### config.mk
export PLATFORM = sky130hd
export DESIGN_NAME = div_issue_ctrl
export DESIGN_NICKNAME = d
export VERILOG_FILES = /design/src/rtl/div_pkg.sv /design/src/rtl/div_issue_ctrl.sv
export SDC_FILE = /design/constraint.sdc
export NUM_CORES = 1
export LEC_CHECK = 0
export BUFFER_PORTS_ARGS = -buffer_cell sky130_fd_sc_hd__buf_2
export CORE_UTILIZATION = 30
export CTS_CLUSTER_DIAMETER = 40
export DETAILED_ROUTE_END_ITERATION = 8
export PLACE_DENSITY_LB_ADDON = 0.25
export SYNTH_ARGS = -nofsm -noshare
export SYNTH_HDL_FRONTEND = slang
export SYNTH_SLANG_ARGS = --single-unit
### constraint.sdc
create_clock -name clk -period 2.25 [get_ports clk]
set_input_delay 0.225 -clock clk [delete_from_list [all_inputs] [get_ports clk]]
set_output_delay 0.225 -clock clk [all_outputs]
set_load 0.1 [all_outputs]
### src/rtl/div_pkg.sv
// Shared definitions for the iterative divider and its EX-stage issue controller.
package div_pkg;

   // Operand width the divider is built for, and the default ready watchdog limit.
   localparam int DIV_WIDTH   = 32;
   localparam int DIV_TIMEOUT = 40;

   // Divider internal state codes.
   localparam logic [1:0] DIV_FREE    = 2'b00;
   localparam logic [1:0] DIV_BY_ZERO = 2'b01;
   localparam logic [1:0] DIV_ON      = 2'b10;
   localparam logic [1:0] DIV_END     = 2'b11;

   // Start/stop level driven to the divider.
   localparam logic DIV_START = 1'b1;
   localparam logic DIV_STOP  = 1'b0;

   // Result-valid level returned by the divider.
   localparam logic DIV_RESULT_READY     = 1'b1;
   localparam logic DIV_RESULT_NOT_READY = 1'b0;

   // Issue controller states.
   typedef enum logic [1:0] {
      IDLE = 2'b00,
      BUSY = 2'b01,
      DONE = 2'b10
   } ctrl_state_t;

endpackage

### src/rtl/div_issue_ctrl.sv
// EX-stage initiator for the iterative divider. Latches DIV/DIVU operands, holds
// them on the divider inputs for the whole operation, stalls the pipeline while
// the divider works and issues a single HI/LO write. A flush aborts the divide;
// a watchdog flags a divider that never answers.
module div_issue_ctrl
   import div_pkg::*;
#(
   parameter int TIMEOUT = DIV_TIMEOUT,
   parameter int WIDTH   = DIV_WIDTH
) (
   input  logic               clk,
   input  logic               rst,
   input  logic               req_i,
   input  logic               signed_i,
   input  logic [WIDTH-1:0]   rs_i,
   input  logic [WIDTH-1:0]   rt_i,
   input  logic               flush_i,
   output logic               stall_req_o,
   output logic               hilo_we_o,
   output logic [WIDTH-1:0]   hi_o,
   output logic [WIDTH-1:0]   lo_o,
   output logic               div_start_o,
   output logic               div_flush_o,
   output logic               div_signed_o,
   output logic [WIDTH-1:0]   div_op1_o,
   output logic [WIDTH-1:0]   div_op2_o,
   input  logic [2*WIDTH-1:0] div_result_i,
   input  logic               div_ready_i,
   output logic               div_timeout_o
);

   localparam int               CNT_W   = $clog2(TIMEOUT + 1);
   localparam logic [CNT_W-1:0] CNT_MAX = CNT_W'(TIMEOUT);

   ctrl_state_t      state_reg;
   logic             start_reg;
   logic             signed_reg;
   logic [WIDTH-1:0] op1_reg;
   logic [WIDTH-1:0] op2_reg;
   logic [WIDTH-1:0] hi_reg;
   logic [WIDTH-1:0] lo_reg;
   logic [CNT_W-1:0] cnt_reg;
   logic             timeout_reg;

   // Controller FSM with operand latches, result capture and ready watchdog.
   always_ff @(posedge clk) begin
      if (rst) begin
         state_reg   <= IDLE;
         start_reg   <= DIV_STOP;
         signed_reg  <= 1'b0;
         op1_reg     <= '0;
         op2_reg     <= '0;
         hi_reg      <= '0;
         lo_reg      <= '0;
         cnt_reg     <= '0;
         timeout_reg <= 1'b0;
      end else begin
         case (state_reg)
            IDLE: begin
               // Operands are only captured here, so they stay stable on the
               // divider inputs until the controller is back in IDLE.
               if (req_i && !flush_i) begin
                  signed_reg <= signed_i;
                  op1_reg    <= rs_i;
                  op2_reg    <= rt_i;
                  start_reg  <= DIV_START;
                  cnt_reg    <= '0;
                  state_reg  <= BUSY;
               end
            end
            BUSY: begin
               // Flush wins over a result arriving in the same cycle.
               if (flush_i) begin
                  start_reg <= DIV_STOP;
                  state_reg <= IDLE;
               end else if (div_ready_i == DIV_RESULT_READY) begin
                  hi_reg    <= div_result_i[2*WIDTH-1:WIDTH];
                  lo_reg    <= div_result_i[WIDTH-1:0];
                  start_reg <= DIV_STOP;
                  state_reg <= DONE;
               end else begin
                  if (cnt_reg == CNT_MAX) begin
                     timeout_reg <= 1'b1;
                  end
                  if (cnt_reg != CNT_MAX) begin
                     cnt_reg <= cnt_reg + 1'b1;
                  end
               end
            end
            DONE: begin
               // EX advances at the end of this cycle; the same DIV is never restarted.
               state_reg <= IDLE;
            end
            default: begin
               state_reg <= IDLE;
            end
         endcase
      end
   end

   // Stall while accepting (so EX holds the DIV) and for the whole busy period.
   assign stall_req_o = !rst && ((state_reg == IDLE && req_i && !flush_i) ||
                                 (state_reg == BUSY));

   // Write strobe in DONE unless the instruction is being flushed.
   assign hilo_we_o   = !rst && (state_reg == DONE) && !flush_i;

   // Abort the divider when a flush hits an in-flight divide.
   assign div_flush_o = !rst && (state_reg == BUSY) && flush_i;

   assign hi_o          = hi_reg;
   assign lo_o          = lo_reg;
   assign div_start_o   = start_reg;
   assign div_signed_o  = signed_reg;
   assign div_op1_o     = op1_reg;
   assign div_op2_o     = op2_reg;
   assign div_timeout_o = timeout_reg;

endmodule

Word level (Yosys, flattened, before mapping)
Cells that the tools add are included.
- bits in registers: 139
- logic and storage cells: 53
- multiplexer cells: 13
- equality and inequality tests: 9
- reduce and logical (&&, ||, !) cells: 19
- bitwise gates (word level): 2
- add/subtract/negate cells: 1
- operator list (cell ; number):
    $mux 6 ; 4
    $pmux 6 s2 ; 1
    $logic_and 1x1->1 ; 8
    $ne 2x2->1 const B ; 4
    $add 6x1->6 const B ; 1
    $eq 6x6->1 const B ; 1
    $mux 2 ; 3
    $ne 6x6->1 const B ; 1
    $reduce_and 3->1 ; 2
    $reduce_and 5->1 ; 1
    $pmux 2 s2 ; 1
    $reduce_and 2->1 ; 2
    $reduce_and 4->1 ; 1
    $mux 1 ; 3
    $ne 3x3->1 const B ; 1
    $eq 2x1->1 const B ; 1
    $eq 2x2->1 const B ; 1
    $logic_not 1->1 ; 2
    $logic_not 2->1 ; 1
    $not 1->1 ; 2
    $pmux 1 s2 ; 1
    $reduce_bool 2->1 ; 1
    $logic_or 1x1->1 ; 1

Logic depth before layout (Yosys ltp)
- word-level depth: 5
- gate-level depth with buffers: 6
- mapped depth without buffers: 5

Least setup slack after synthesis
No wires, ideal clock.
- path kind: input port to output port
- start point: in rst
- end point: out hilo_we_o
- stages on the path: 3
- required time: 2025 ps
- path buffers: 2
- slack: -1651 ps
- arrival time: 3676 ps
- cell sequence: clkbuf_1 clkbuf_1 nor4b_1
- longest elaborated chain between the ends: 3
- ends and longest elaborated chain (element ; RTL line ; RTL):
    start, declared ; div_issue_ctrl.sv:12 ; input logic rst,
    $logic_not 1->1 ; div_issue_ctrl.sv:106 ; assign hilo_we_o = !rst && (state_reg == DONE) && !flush_i;
    $logic_and 1x1->1 (2 in a row) ; div_issue_ctrl.sv:106 ;
    end, declared ; div_issue_ctrl.sv:19 ; output logic hilo_we_o,
No other way between the ends.

Final worst setup path
- start point: reg state_reg[1]
- end point: out stall_req_o
- longest elaborated chain between the ends: 5
- ends and longest elaborated chain (element ; RTL line ; RTL):
    start, declared ; div_issue_ctrl.sv:35 ; ctrl_state_t state_reg;
    start signal, assigned ; div_issue_ctrl.sv:48 ; state_reg <= IDLE;
    start signal, assigned ; div_issue_ctrl.sv:68 ; state_reg <= BUSY;
    start signal, assigned ; div_issue_ctrl.sv:75 ; state_reg <= IDLE;
    $logic_not 2->1 ; div_issue_ctrl.sv:102 ; assign stall_req_o = !rst && ((state_reg == IDLE && req_i && !flush_i) ||
    $logic_and 1x1->1 (2 in a row) ; div_issue_ctrl.sv:102 ;
    $logic_or 1x1->1 * ; div_issue_ctrl.sv:102 ;
    $logic_and 1x1->1 * ; div_issue_ctrl.sv:102 ;
    end, declared ; div_issue_ctrl.sv:18 ; output logic stall_req_o,
Every way passes the cells marked *; elsewhere a longest branch is shown, timed or not.

==> load_flow_metrics.sql <==
INSERT INTO impl_metrics (metric_group, metric, value, unit) VALUES
('worst_hold_path', 'min-delay-path-class', 'primary input to flop', ''),
('critical_path', 'worst_path_max_delay_cell', 'or4b_2', ''),
('logic_synthesis', 'postSynthAreaPerCell', '7.91', 'um^2'),
('global_route', 'busiest_layer', 'met2', ''),
('timing', 'worst-slew-pin-transition', '754', 'ps'),
('routing', 'routed_wl', '13400', 'um'),
('floorplanning', 'core_area', '15900', 'um^2'),
('critical_path', 'critPathMaxStageDelay', '740', 'ps'),
('timing', 'setup-tns-final', '0', 'ps'),
('global_route', 'grtUsageTotal', '0.157', ''),
('logic_synthesis', 'synth_nets', '756', ''),
('timing', 'slew_headroom', '0.497', ''),
('logic_synthesis', 'cell_with_the_most_instances_after_synthesis', 'nand2_1', ''),
('cells_and_area', 'area.growth.synth_to_final', '43.3', '%'),
('critical_path', 'path_cells', 'or4b_2 -> a21oi_4 -> buf_12', ''),
('pwr', 'leakagePower', '3.14', 'nW'),
('clock_network', 'ctsHoldBuffers', '0', ''),
('global_route', 'grt_util_met2', '0.239', ''),
('logic_synthesis', 'synth_sequential_area_ratio', '0.567', ''),
('timing', 'worst_hold_slack', '44.2', 'ps'),
('routing', 'route.vias.total', '4868', ''),
('cells_and_area', 'final_nets', '1003', ''),
('floorplanning', 'start_util', '0.308', ''),
('timing', 'period_needed', '2120', 'ps'),
('logic_synthesis', 'synth.ff_latch_count', '139', ''),
('logic_synthesis', 'yosys.area.top_type', 'dfxtp_1', ''),
('place', 'dpl_cell_area', '6470', 'um^2'),
('critical_path', 'critPathBufInv', '1', ''),
('critical_path', 'category_of_the_worst_setup_path_launch_point', 'flop', ''),
('floorplanning', 'die_area', '16900', 'um^2'),
('place', 'gp_congestion', '0.710', ''),
('clock_network', 'htree_num_levels', '4', ''),
('logic_synthesis', 'asyncSetResetFlopFracSynth', '0', ''),
('logic_synthesis', 'yosys-top-cells-area', 'dfxtp_1, nand2_1, a21oi_1', ''),
('logic_synthesis', 'top_cells_by_instance_count_after_synthesis', 'nand2_1, dfxtp_1, a21oi_1, clkbuf_1, buf_1', ''),
('routing', 'drt-vias-per-instance', '4.44', ''),
('critical_path', 'critical_path_arrival', '1900', 'ps'),
('logic_synthesis', 'ys_types', '32', ''),
('run', 'maxCapViolCount', '0', ''),
('global_route', 'gr-usage-met1', '0.183', ''),
('cells_and_area', 'drive_gt1_frac', '0.357', ''),
('pwr', 'power.density_cell_area', '874', 'nW/um^2'),
('floorplanning', 'chipHeight', '130', 'um'),
('routing', 'detail_route.drc_violations', '0', ''),
('logic_synthesis', 'syn_area', '4910', 'um^2'),
('critical_path', 'critPathRequiredTime', '2030', 'ps'),
('timing', 'rsz0062_at_grt', 'false', ''),
('cells_and_area', 'fillCellCount', '1687', ''),
('clock_network', 'clockRootBuffer', 'clkbuf_16', ''),
('timing', 'setup_viol', '0', ''),
('routing', 'route.detailed.wl_per_inst', '12.3', 'um'),
('place', 'detailedPlacementHpwl', '9020', 'um'),
('timing', 'finalCritPeriodShare', '0.943', ''),
('global_route', 'globalRouteMet3Util', '0.0795', ''),
('clock_network', 'clock_path_buffers', '2', ''),
('critical_path', 'end_kind', 'output port', ''),
('cells_and_area', 'area_used_by_multi_input_combinational_logic', '1970', 'um^2'),
('critical_path', 'critical_path_class', 'flop to output port', ''),
('clock_network', 'clock-sinks', '139', ''),
('timing', 'skew', '6.44', 'ps'),
('logic_synthesis', 'synth_top_cell_area_share', '0.567', ''),
('clock_network', 'clk-insertion-delay-late', '410', 'ps'),
('global_route', 'grt_start_max_net_pins', '72', ''),
('global_route', 'grt_pass1_vias', '4327', ''),
('cells_and_area', 'ff_latch_area', '2780', 'um^2'),
('routing', 'drt-initial-drc-count', '111', ''),
('logic_synthesis', 'synthCells', '620', ''),
('floorplanning', 'floorplan.die.width', '130', 'um'),
('outcome', 'run_status', 'completed', ''),
('clock_network', 'cts_inserted_buffers', '17', ''),
('logic_synthesis', 'synth.yosys.warnings', '0', '');
cell type report:
cell class                      instances  area share
Antenna cell                            1    0.000356
Clock buffer                           18      0.0625
Clock inverter                         13      0.0171
Inverter                                4     0.00214
Multi-Input combinational cell        432       0.281
Sequential cell                       139       0.396
Tap cell                              216      0.0385
Timing Repair Buffer                  273       0.203
worst min-delay path: cells and delay by family:
| family | cells | cell delay (ps) |
|---|---|---|
| AOI/OAI and AO/OA | 1 | 50 |
| buffers and inverters | 1 | 90 |
| and+or+nand+nor | 1 | 40 |
per-layer routing:
| metal | vias to the layer above | wire length, um |
|---|---|---|
| li1 | 2512 | - |
| met1 | 2147 | 5710 |
| met2 | 190 | 5930 |
| met3 | 19 | 1520 |
| met4 | 0 | 291 |
| met5 | - | 0 |
layout by cell type (no fill, tap or decap), types with 2 or more instances in the layout:
master	instances
inv_1	4
buf_4	5
o41ai_1	3
buf_2	265
nor2_1	6
o211ai_1	2
inv_6	3
buf_12	3
clkinvlp_4	6
ha_1	2
nor4b_4	2
and3_1	3
nand2_1	261
a21oi_1	131
clkinv_2	2
o21ai_0	2
nand3_1	2
o311ai_0	3
clkbuf_16	17
dfxtp_1	139
final timing paths:
check / slack (ps) / end / cells past startpoint / from
max: 130 / stall_req_o / 3 / state_reg[1]$_SDFFE_PP0P_
min: 40 / hi_o[23]$_SDFFE_PP0P_ / 3 / div_result_i[55]
max reg2reg: 370 / div_op1_o[20]$_SDFFE_PP0P_ / 4 / state_reg[1]$_SDFFE_PP0P_
min reg2reg: 450 / lo_o[19]$_SDFFE_PP0P_ / 2 / lo_o[19]$_SDFFE_PP0P_
stage by stage:
stage	utilization	setup slack, ps	cells	power (mW)
after global routing	0.441	70.8	1095	6.40
after detailed placement	0.406	385	1064	3.57
final	0.441	128	1096	6.14
after CTS	0.441	96.4	1095	6.23
after global placement	0.406	397	1064	3.57
after floorplan	-	38.3	620	3.33
power breakdown:
group | switching, mW | internal (mW)
clock network | 1.09 | 1.55
logic | 0.744 | 0.195
registers | 0.0343 | 2.54
total | 1.86 | 4.28
cell families (layout without fill, tap and decap cells):
family	Yosys count	count (layout)	synth area share
AO/OA/AOI/OAI	146	146	0.157
adder cells (fa/ha/maj)	2	2	0.00510
buffers and inverters	49	308	0.0385
flip-flops	139	139	0.567
AND/OR/NAND/NOR	284	284	0.232
other	0	1	0
Note: power is estimated with default switching activity, not from simulation.
